===== config.mk =====
export PLATFORM = sky130hd
export DESIGN_NAME = multicycle_controller
export DESIGN_NICKNAME = d
export VERILOG_FILES = /design/src/rtl/riscv_pkg.sv /design/src/rtl/alu_decoder.sv /design/src/rtl/multicycle_controller.sv
export SDC_FILE = /design/constraint.sdc
export NUM_CORES = 1
export LEC_CHECK = 0
export BUFFER_PORTS_ARGS = -buffer_cell sky130_fd_sc_hd__buf_4
export CAP_MARGIN = 15
export CORE_ASPECT_RATIO = 0.8
export CORE_UTILIZATION = 40
export CTS_BUF_LIST = sky130_fd_sc_hd__clkbuf_8
export CTS_CLUSTER_SIZE = 40
export DETAILED_ROUTE_END_ITERATION = 8
export GPL_TIMING_DRIVEN = 0
export PLACE_DENSITY = 0.67
export SETUP_SLACK_MARGIN = 0.2
export SYNTH_ARGS = -nofsm -noshare
export SYNTH_HDL_FRONTEND = slang
export SYNTH_SLANG_ARGS = --single-unit

===== constraint.sdc =====
create_clock -name clk -period 1.87 [get_ports clk]
set_input_delay 0.374 -clock clk [delete_from_list [all_inputs] [get_ports clk]]
set_output_delay 0.374 -clock clk [all_outputs]
set_load 0.01 [all_outputs]

===== src/rtl/riscv_pkg.sv =====
`default_nettype none
// ---------------------------------------------------------------------------
// riscv_pkg: shared encodings for the multicycle RV32I core control path.
// Rev 1.0
// ---------------------------------------------------------------------------
package riscv_pkg;

  typedef enum logic [2:0] {
    INSTR_R = 3'd0,
    INSTR_I = 3'd1,
    INSTR_S = 3'd2,
    INSTR_B = 3'd3,
    INSTR_U = 3'd4,
    INSTR_J = 3'd5
  } instr_type_enum;

  localparam logic [6:0] OP_LOAD   = 7'b0000011;
  localparam logic [6:0] OP_STORE  = 7'b0100011;
  localparam logic [6:0] OP_OP     = 7'b0110011;
  localparam logic [6:0] OP_OPIMM  = 7'b0010011;
  localparam logic [6:0] OP_BRANCH = 7'b1100011;
  localparam logic [6:0] OP_JAL    = 7'b1101111;
  localparam logic [6:0] OP_JALR   = 7'b1100111;
  localparam logic [6:0] OP_LUI    = 7'b0110111;
  localparam logic [6:0] OP_AUIPC  = 7'b0010111;

  typedef enum logic [3:0] {
    ALU_ADD  = 4'd0,
    ALU_SUB  = 4'd1,
    ALU_SLL  = 4'd2,
    ALU_SLT  = 4'd3,
    ALU_SLTU = 4'd4,
    ALU_XOR  = 4'd5,
    ALU_SRL  = 4'd6,
    ALU_SRA  = 4'd7,
    ALU_OR   = 4'd8,
    ALU_AND  = 4'd9
  } alu_op_enum;

  typedef enum logic [1:0] {
    ALU_CLASS_ADD   = 2'd0,
    ALU_CLASS_SUB   = 2'd1,
    ALU_CLASS_FUNCT = 2'd2
  } alu_class_enum;

  typedef enum logic [3:0] {
    ST_FETCH    = 4'd0,
    ST_DECODE   = 4'd1,
    ST_MEMADR   = 4'd2,
    ST_MEMREAD  = 4'd3,
    ST_MEMWB    = 4'd4,
    ST_MEMWRITE = 4'd5,
    ST_EXEC_R   = 4'd6,
    ST_EXEC_I   = 4'd7,
    ST_ALUWB    = 4'd8,
    ST_BRANCH   = 4'd9,
    ST_JAL      = 4'd10,
    ST_JAL2     = 4'd11,
    ST_JALR     = 4'd12,
    ST_JALR2    = 4'd13,
    ST_UPPER    = 4'd14,
    ST_TRAP     = 4'd15
  } ctrl_state_enum;

  localparam logic       ADR_PC        = 1'b0;
  localparam logic       ADR_ALUOUT    = 1'b1;
  localparam logic [1:0] RES_ALUOUT    = 2'd0;
  localparam logic [1:0] RES_DATA      = 2'd1;
  localparam logic [1:0] RES_ALURESULT = 2'd2;
  localparam logic [1:0] SRC_A_PC      = 2'd0;
  localparam logic [1:0] SRC_A_OLDPC   = 2'd1;
  localparam logic [1:0] SRC_A_RS1     = 2'd2;
  localparam logic [1:0] SRC_A_ZERO    = 2'd3;
  localparam logic [1:0] SRC_B_RS2     = 2'd0;
  localparam logic [1:0] SRC_B_IMM     = 2'd1;
  localparam logic [1:0] SRC_B_FOUR    = 2'd2;

endpackage
`default_nettype wire


===== src/rtl/alu_decoder.sv =====
`default_nettype none
// ---------------------------------------------------------------------------
// alu_decoder: maps the FSM's ALU class and funct fields to an ALU operation.
// Rev 1.0
// ---------------------------------------------------------------------------
module alu_decoder
  import riscv_pkg::*;
(
  input  logic          funct7b5,
  input  logic [2:0]    funct3,
  input  logic          is_op_imm,
  input  alu_class_enum alu_op_class,
  output alu_op_enum    alu_control
);

  always_comb begin
    alu_control = ALU_ADD;
    case (alu_op_class)
      ALU_CLASS_SUB: alu_control = ALU_SUB;
      ALU_CLASS_FUNCT: begin
        case (funct3)
          // bit 30 is part of the immediate for ADDI, so only OP may subtract
          3'b000:  alu_control = (funct7b5 && !is_op_imm) ? ALU_SUB : ALU_ADD;
          3'b001:  alu_control = ALU_SLL;
          3'b010:  alu_control = ALU_SLT;
          3'b011:  alu_control = ALU_SLTU;
          3'b100:  alu_control = ALU_XOR;
          3'b101:  alu_control = funct7b5 ? ALU_SRA : ALU_SRL;
          3'b110:  alu_control = ALU_OR;
          default: alu_control = ALU_AND;
        endcase
      end
      default: alu_control = ALU_ADD;
    endcase
  end

endmodule
`default_nettype wire


===== src/rtl/multicycle_controller.sv =====
`default_nettype none
// ---------------------------------------------------------------------------
// multicycle_controller: main control FSM sequencing the shared RV32I datapath.
// Rev 1.0
// ---------------------------------------------------------------------------
module multicycle_controller
  import riscv_pkg::*;
#(
  parameter bit RESET_PC_WRITE = 1'b0
) (
  input  logic           clk,
  input  logic           reset,
  input  logic [6:0]     op,
  input  logic [2:0]     funct3,
  input  logic           funct7b5,
  input  logic           zero,
  input  logic           lt,
  input  logic           ltu,
  input  logic           mem_ready,
  output logic           mem_req,
  output logic           mem_write,
  output logic           adr_src,
  output logic           ir_write,
  output logic           pc_write,
  output logic           reg_write,
  output logic [1:0]     result_src,
  output logic [1:0]     alu_src_a,
  output logic [1:0]     alu_src_b,
  output logic [3:0]     alu_control,
  output instr_type_enum instr_type,
  output logic           illegal_instr
);

  ctrl_state_enum state_q, state_d;
  logic           illegal_q, illegal_d;
  logic           boot_q;
  alu_class_enum  alu_class;
  logic           is_op_imm;
  logic           taken;
  alu_op_enum     alu_op;

  alu_decoder u_alu_decoder (
    .funct7b5     (funct7b5),
    .funct3       (funct3),
    .is_op_imm    (is_op_imm),
    .alu_op_class (alu_class),
    .alu_control  (alu_op)
  );

  assign alu_control   = alu_op;
  assign illegal_instr = illegal_q;

  always_comb begin
    taken = 1'b0;
    case (funct3)
      3'b000:  taken = zero;
      3'b001:  taken = !zero;
      3'b100:  taken = lt;
      3'b101:  taken = !lt;
      3'b110:  taken = ltu;
      3'b111:  taken = !ltu;
      default: taken = 1'b0;
    endcase
  end

  always_comb begin
    state_d    = state_q;
    illegal_d  = illegal_q;
    mem_req    = 1'b0;
    mem_write  = 1'b0;
    adr_src    = ADR_PC;
    ir_write   = 1'b0;
    pc_write   = 1'b0;
    reg_write  = 1'b0;
    result_src = RES_ALUOUT;
    alu_src_a  = SRC_A_PC;
    alu_src_b  = SRC_B_RS2;
    alu_class  = ALU_CLASS_ADD;
    is_op_imm  = 1'b0;
    instr_type = INSTR_R;

    case (state_q)
      ST_FETCH: begin
        mem_req   = 1'b1;
        alu_src_b = SRC_B_FOUR;
        if (mem_ready) begin
          ir_write = 1'b1;
          pc_write = 1'b1;
          state_d  = ST_DECODE;
        end
      end
      ST_DECODE: begin
        alu_src_a  = SRC_A_OLDPC;
        alu_src_b  = SRC_B_IMM;
        instr_type = INSTR_B;
        case (op)
          OP_LOAD, OP_STORE: state_d = ST_MEMADR;
          OP_OP:             state_d = ST_EXEC_R;
          OP_OPIMM:          state_d = ST_EXEC_I;
          OP_BRANCH:         state_d = ST_BRANCH;
          OP_JAL:            state_d = ST_JAL;
          OP_JALR:           state_d = ST_JALR;
          OP_LUI, OP_AUIPC:  state_d = ST_UPPER;
          default: begin
            state_d   = ST_TRAP;
            illegal_d = 1'b1;
          end
        endcase
      end
      ST_MEMADR: begin
        alu_src_a  = SRC_A_RS1;
        alu_src_b  = SRC_B_IMM;
        instr_type = (op == OP_STORE) ? INSTR_S : INSTR_I;
        state_d    = (op == OP_STORE) ? ST_MEMWRITE : ST_MEMREAD;
      end
      ST_MEMREAD: begin
        mem_req = 1'b1;
        adr_src = ADR_ALUOUT;
        if (mem_ready) state_d = ST_MEMWB;
      end
      ST_MEMWB: begin
        result_src = RES_DATA;
        reg_write  = 1'b1;
        state_d    = ST_FETCH;
      end
      ST_MEMWRITE: begin
        mem_req   = 1'b1;
        mem_write = 1'b1;
        adr_src   = ADR_ALUOUT;
        if (mem_ready) state_d = ST_FETCH;
      end
      ST_EXEC_R: begin
        alu_src_a = SRC_A_RS1;
        alu_class = ALU_CLASS_FUNCT;
        state_d   = ST_ALUWB;
      end
      ST_EXEC_I: begin
        alu_src_a  = SRC_A_RS1;
        alu_src_b  = SRC_B_IMM;
        instr_type = INSTR_I;
        alu_class  = ALU_CLASS_FUNCT;
        is_op_imm  = 1'b1;
        state_d    = ST_ALUWB;
      end
      ST_ALUWB: begin
        reg_write = 1'b1;
        state_d   = ST_FETCH;
      end
      ST_BRANCH: begin
        alu_src_a = SRC_A_RS1;
        alu_class = ALU_CLASS_SUB;
        pc_write  = taken;
        if (funct3 == 3'b010 || funct3 == 3'b011) illegal_d = 1'b1;
        state_d   = ST_FETCH;
      end
      ST_JAL, ST_JALR: begin
        alu_src_a  = SRC_A_OLDPC;
        alu_src_b  = SRC_B_FOUR;
        result_src = RES_ALURESULT;
        reg_write  = 1'b1;
        state_d    = (state_q == ST_JAL) ? ST_JAL2 : ST_JALR2;
      end
      ST_JAL2: begin
        alu_src_a  = SRC_A_OLDPC;
        alu_src_b  = SRC_B_IMM;
        instr_type = INSTR_J;
        result_src = RES_ALURESULT;
        pc_write   = 1'b1;
        state_d    = ST_FETCH;
      end
      ST_JALR2: begin
        alu_src_a  = SRC_A_RS1;
        alu_src_b  = SRC_B_IMM;
        instr_type = INSTR_I;
        result_src = RES_ALURESULT;
        pc_write   = 1'b1;
        state_d    = ST_FETCH;
      end
      ST_UPPER: begin
        instr_type = INSTR_U;
        alu_src_a  = (op == OP_LUI) ? SRC_A_ZERO : SRC_A_OLDPC;
        alu_src_b  = SRC_B_IMM;
        result_src = RES_ALURESULT;
        reg_write  = 1'b1;
        state_d    = ST_FETCH;
      end
      ST_TRAP: illegal_d = 1'b1;
      default: state_d = ST_FETCH;
    endcase

    if (RESET_PC_WRITE && boot_q) pc_write = 1'b1;

    // Reset abandons whatever is in flight: no strobe may leave this cycle
    if (reset) begin
      mem_req   = 1'b0;
      mem_write = 1'b0;
      ir_write  = 1'b0;
      pc_write  = 1'b0;
      reg_write = 1'b0;
    end
  end

  always_ff @(posedge clk) begin
    if (reset) begin
      state_q   <= ST_FETCH;
      illegal_q <= 1'b0;
      boot_q    <= 1'b1;
    end else begin
      state_q   <= state_d;
      illegal_q <= illegal_d;
      boot_q    <= 1'b0;
    end
  end

endmodule
`default_nettype wire


==> results of run 1 <==
## through the flow
| step | power, mW | utilization | setup WS [ns] | hold slack [ns] |
|---|---|---|---|---|
| 2_1_floorplan | 1.13 | - | 0.192 | 0.478 |
| 4_1_cts | 2.35 | 0.789 | -0.135 | 0.484 |
| 5_1_grt | 3.07 | 0.905 | -0.212 | 0.507 |
| 3_5_place_dp | 1.59 | 0.593 | -0.0204 | 0.484 |
| 6_report | 2.99 | 0.905 | -0.171 | 0.509 |
| 3_3_place_gp | 1.57 | 0.593 | -0.0278 | 0.455 |
## worst max-delay path: cells and delay by family (launching register included)
kind                   cells  cell delay [ns]
AO/OA/AOI/OAI              2             0.10
buffers and inverters      3             0.42
AND/OR/NAND/NOR            2             0.58
flip-flops                 1             0.33
## metal layers
layer  wire length [um]  track usage  up-vias
li1                   -            -      688
met1               2060        0.400      753
met2               2480        0.553      154
met3                557       0.0421       39
met4                230        0.176        0
met5                  0            0        -
## cell usage after synthesis, types with 2 or more instances
cell and instances:
a32o_1 2, ha_1 2, buf_2 4, xnor2_1 2, xor2_1 2, and3_1 3, buf_4 4, nand2_1 14
o21ai_0 3, nand2b_1 5, dfxtp_1 5, and2_1 3, nor2b_1 2, inv_1 7, o31ai_1 3, o21ai_1 4
a31oi_1 3, mux2i_1 3, a21oi_1 12, nand3_1 7, nor2_1 13, or3_1 3, nor3_1 7
## report_power, final
part / internal [mW] / leakage [nW] / total (mW) / switching [mW]
Sequential: 0.168 / 0.0433 / 0.225 / 0.0571
Clock: 0.140 / 0.0269 / 0.190 / 0.0498
Combinational: 1.26 / 0.849 / 2.57 / 1.31
## registers in the layout, summed over array words and instances, names as in the netlist
| signal | cells |
|---|---|
| state_q | 4 |
| illegal_instr | 1 |
## final cells by class
class / instances / share of cell area
Multi-Input combinational cell: 120 / 0.508
Timing Repair Buffer: 73 / 0.317
Buffer: 11 / 0.0606
Sequential cell: 5 / 0.0545
Inverter: 9 / 0.0217
Clock buffer: 3 / 0.0204
Tap cell: 25 / 0.0155
Clock inverter: 1 / 0.00186
## cell families (layout without fill, tap and decap cells)
kind of cell             Yosys count  after routing
AO/OA/AOI/OAI                     43             43
XOR/XNOR                           5              5
adder cells (fa/ha/maj)            2              2
buffers and inverters             20             97
flip-flops                         5              5
multiplexers                       3              3
AND/OR/NAND/NOR                   67             67
## what timing repair did
| item | CTS | global route |
|---|---|---|
| setup endpoints to repair | 18 | 21 |
| pin swaps | 27 | 17 |
| gates resized for setup | 50 | 31 |
| gates cloned | 1 | 1 |
| buffers inserted | 26 | 11 |
## final timing paths
check / cells past startpoint / to / slack, ns
setup / recovery: 7 / pc_write / -0.17
hold / removal: 2 / illegal_instr$_SDFFE_PP0P_ / 0.51
setup reg to reg: 9 / state_q[3]$_SDFFE_PP0P_ / 0.21
hold reg to reg: 2 / illegal_instr$_SDFFE_PP0P_ / 0.51
==> results.cfg, run 1 <==
[sta]
maxSlewHeadroom = 0.607
rsz0062_at_grt = true
fmax_mhz = 490
worst_slack_ns = -0.171
skew_ns = 0.000168
layout_min_cycle_time_ns = 2.04
maxSlewViolCount = 0
finalHoldViolations = 0
tightest_slew_ns = 0.590
fin_setup_tns_ns = -1.03
fin_crit_sh = 1.09
finalSetupViolCount = 10

[worst_setup_path]
rr_startpoint = state_q[3]$_SDFFE_PP0P_
timing_worst_setup_path_type = reg -> out
cp_data_required_time_ns = 1.50
cpPeakStageDelay_ns = 0.39
endpoint_kind = primary output
start_kind = flip-flop
worstPathArrival_ns = 1.67
slowest_stage = or3_4
critical_path.cell_chain = buf_6 > buf_6 > and3_4 > a31oi_4 > or3_4 > o31ai_4 > buf_4
critPathMostFrequentCell = buf_6
startpoint = state_q[3]$_SDFFE_PP0P_
cp_max_fo = 5

[cells_and_area]
layout_common_cells = buf_4, buf_6, nand2_1
final_area_um2 = 2020
drive_gt1_frac = 0.622
final_common_cell = buf_4
n_antenna_cell = 0
regArea_um2 = 110
areaGrowthSynthToFinish_pct = 107
fin_cells = 247
nets = 242
multiInputGateArea_um2 = 1030
num-fill-cells = 90

[detailed_routing]
routed_wl_mm = 5.32
drt-initial-drc-count = 159
avgViaCountPerCell = 6.62
antenna_left = 0
drc = 2
vias = 1634
routedWlPerCell_um = 21.5
firstDrtPassIters = 6

[synth]
yosysSeqAreaShare = 0.102
synth_top_area_cell = dfxtp_1
synth_top_area_share = 0.102
synth_flop_cell = dfxtp_1
synthMuxAreaShare = 0.0307
synth_xor_area_frac = 0.0524
syn_inst = 145
synth_simple_gate_area_frac = 0.371
ys_warn_count = 0
synth_top_family_by_area = simple AND/OR/NAND/NOR gates
syn_area_per_cell_um2 = 6.75
async_flop_share = 0
synth_seq_cells = 5
synth_area_um2 = 978
yosys.cell_types.count = 55
syn_nets = 164
synth_edf_count = 0
synthAdderAreaFrac = 0.0256
synth_compound_area_frac = 0.306
yosys-top-cells-area = dfxtp_1, a21oi_1, nand2_1, nor2_1, nand3_1

[outcome]
status = finished, violations left
violations = DRC, setup timing

[clocking]
worstSkewPairLatency_ns = 0.22
cts.root.buffer_cell = clkbuf_8
holdBufCountCts = 0
clk_pin_slew_worst_paths_ns = 0.03
numClockSinks = 5
numCtsBuffers = 3
tritoncts = done
htreeDepth = 1
cts_max_path_buffers = 2

[placement]
dp_hpwl_mm = 2.42
io_buffers = 34
place.gp.congestion = 0.935
dp_cells = 204
postPlaceCellArea_um2 = 1330

[floorplan]
fp.dieW_um = 57.3
fp.dieArea_um2 = 2650
floorplan.rows = 15
boundaryPins = 37
die_h_um = 46.2
core-area_um2 = 2230
initial_utilization = 0.438

[global_route]
grt_max_degree = 11
antenna_found_initial = 0
grt_pass1_vias = 1359
grt_pass1_wl_mm = 6.37
overflow = 0
grt_use_total = 0.321

[power_and_ir_drop]
powerDensity_nw_per_um2 = 1480
p_leak_nw = 0.919
ir_drop_mv = 1.08

[min_path]
hold_start = illegal_instr$_SDFFE_PP0P_
min_path_type = reg -> reg

[flow_run]
maxCapViolCount = 0
(Power assumes the default switching activity.)
==> inputs of run 2 (changes only) <==
Settings changed: BUFFER_PORTS_ARGS -buffer_cell sky130_fd_sc_hd__buf_4 to not set, DONT_BUFFER_PORTS set to 1, PLACE_DENSITY 0.67 to not set.
Clock period 1.87 ns to 2.5 ns, I/O delays scaled along.
==> results.cfg, run 2 (synthesis gave the netlist of run 1 again) <==
[sta]
fmax_mhz = 456
tightest_slew_ns = 0.455
maxSlewHeadroom = 0.694
layout_min_cycle_time_ns = 2.19
maxSlewViolCount = 0
rsz0062_at_grt = false
skew_ns = 0.00211
fin_setup_tns_ns = 0
finalSetupViolCount = 0
fin_crit_sh = 0.877
finalHoldViolations = 0
worst_slack_ns = 0.307

[floorplan]
initial_utilization = 0.438
core-area_um2 = 2230
fp.dieW_um = 57.3
die_h_um = 46.2
boundaryPins = 37
fp.dieArea_um2 = 2650
floorplan.rows = 15

[power_and_ir_drop]
seqPwrFrac = 0.151
pwr-share-comb = 0.728
swShare = 0.528
intPower_uw = 544
ir_drop_mv = 0.569
p_leak_nw = 0.468
powerDensity_nw_per_um2 = 1040
p_switching_uw = 609
p_clk_frac = 0.121

[clocking]
holdBufCountCts = 0
htreeDepth = 1
cts.root.buffer_cell = clkbuf_8
numCtsBuffers = 3
worstSkewPairLatency_ns = 0.22
tritoncts = done
clk_pin_slew_worst_paths_ns = 0.03
numClockSinks = 5
cts_max_path_buffers = 2

[global_route]
grt_pass1_wl_mm = 4.38
antenna_found_initial = 0
grt_use_total = 0.213
overflow = 0
grt_max_degree = 11
grt_pass1_vias = 964

[detailed_routing]
firstDrtPassIters = 6
vias = 1085
antenna_left = 0
routedWlPerCell_um = 15.7
drc = 1
avgViaCountPerCell = 6.20
routed_wl_mm = 2.75
drt-initial-drc-count = 64

[outcome]
status = finished, violations left
violations = DRC

[cells_and_area]
largest_reg_flops = 4
layout_common_cells = nand2_1, a21oi_1, nor2_1
areaGrowthSynthToFinish_pct = 13.6
multiInputGateArea_um2 = 796
drive_gt1_frac = 0.213
regArea_um2 = 105
n_antenna_cell = 0
nets = 170
final_common_cell = nand2_1
top_register = state_q
final_util = 0.497
num-fill-cells = 246

[worst_setup_path]
critical_path.cell_chain = buf_6 > buf_4 > nand3_2 > ha_2 > o21ai_0 > a221o_1 > a21oi_2
slowest_stage = dfxtp_1
cp_max_fo = 10
cpPeakStageDelay_ns = 0.34
cp_data_required_time_ns = 2.00
endpoint_kind = primary output
timing_worst_setup_path_type = reg -> out
worstPathArrival_ns = 1.69
start_kind = flip-flop

[placement]
io_buffers = 0
place.gp.congestion = 0.879
dp_hpwl_mm = 2.11
dp_slack_ns = 0.330

[min_path]
min_path_type = reg -> reg

[flow_run]
maxCapViolCount = 0
run 2: cell count changes in the layout (fill, tap and decap cells not counted), sizes merged:
cell    previous run  this run
buf               81        10
clkbuf             5         4
run 2: path summary, 6_finish.rpt:
kind,start,end,slack (ns),cells past startpoint
min reg2reg,illegal_instr$_SDFFE_PP0P_,illegal_instr$_SDFFE_PP0P_,0.52,2
max reg2reg,state_q[3]$_SDFFE_PP0P_,illegal_instr$_SDFFE_PP0P_,1.06,5
min,illegal_instr$_SDFFE_PP0P_,illegal_instr$_SDFFE_PP0P_,0.52,2
max,state_q[0]$_SDFFE_PP0P_,alu_control[0],0.31,7
run 2: routing by layer:
layer	vias up	wire, um	GRT usage
met2	39	1280	0.341
met3	0	180	0.0225
met4	0	0	0.0585
met5	-	0	0
met1	510	1290	0.306
li1	536	-	-
run 2: layout make-up:
| cell class | instances | area share |
|---|---|---|
| buffer | 11 | 0.0788 |
| clock buffer | 3 | 0.0372 |
| clock inverter | 1 | 0.00338 |
| inverter | 9 | 0.0349 |
| multi-input combinational | 120 | 0.716 |
| sequential | 5 | 0.0946 |
| tap | 25 | 0.0282 |
| timing repair buffer | 1 | 0.00676 |
run 2: stage by stage:
| step | power [mW] | cells | hold WS (ns) | instance area, um2 |
|---|---|---|---|---|
| 2_1_floorplan | 0.800 | 145 | 0.478 | 978 |
| 3_3_place_gp | 0.936 | 170 | 0.512 | 1010 |
| 3_5_place_dp | 0.950 | 170 | 0.517 | 1010 |
| 4_1_cts | 1.11 | 174 | 0.522 | 1070 |
| 5_1_grt | 1.25 | 175 | 0.550 | 1110 |
| 6_report | 1.15 | 175 | 0.518 | 1110 |
run 2: power groups by stage:
stage | logic (mW) | registers, mW | clock network [mW]
after floorplan | 0.651 | 0.149 | 0
after global placement | 0.776 | 0.159 | 0
after detailed placement | 0.789 | 0.161 | 0
after CTS | 0.799 | 0.163 | 0.145
after global routing | 0.912 | 0.181 | 0.153
final | 0.839 | 0.174 | 0.140
run 2: worst max-delay path: cells and delay by family, from the launching register on:
family / cells / cell delay (ns)
compound gates: 3 / 0.55
fa+ha+maj: 1 / 0.19
buf+inv: 2 / 0.33
flops: 1 / 0.34
simple gates: 1 / 0.08
run 2: repair_timing:
item,in CTS,in global routing
resized for setup,7,9
endpoints found under the setup margin,3,3
hold endpoints to repair,0,0
setup buffers,0,1
pin swaps,0,3
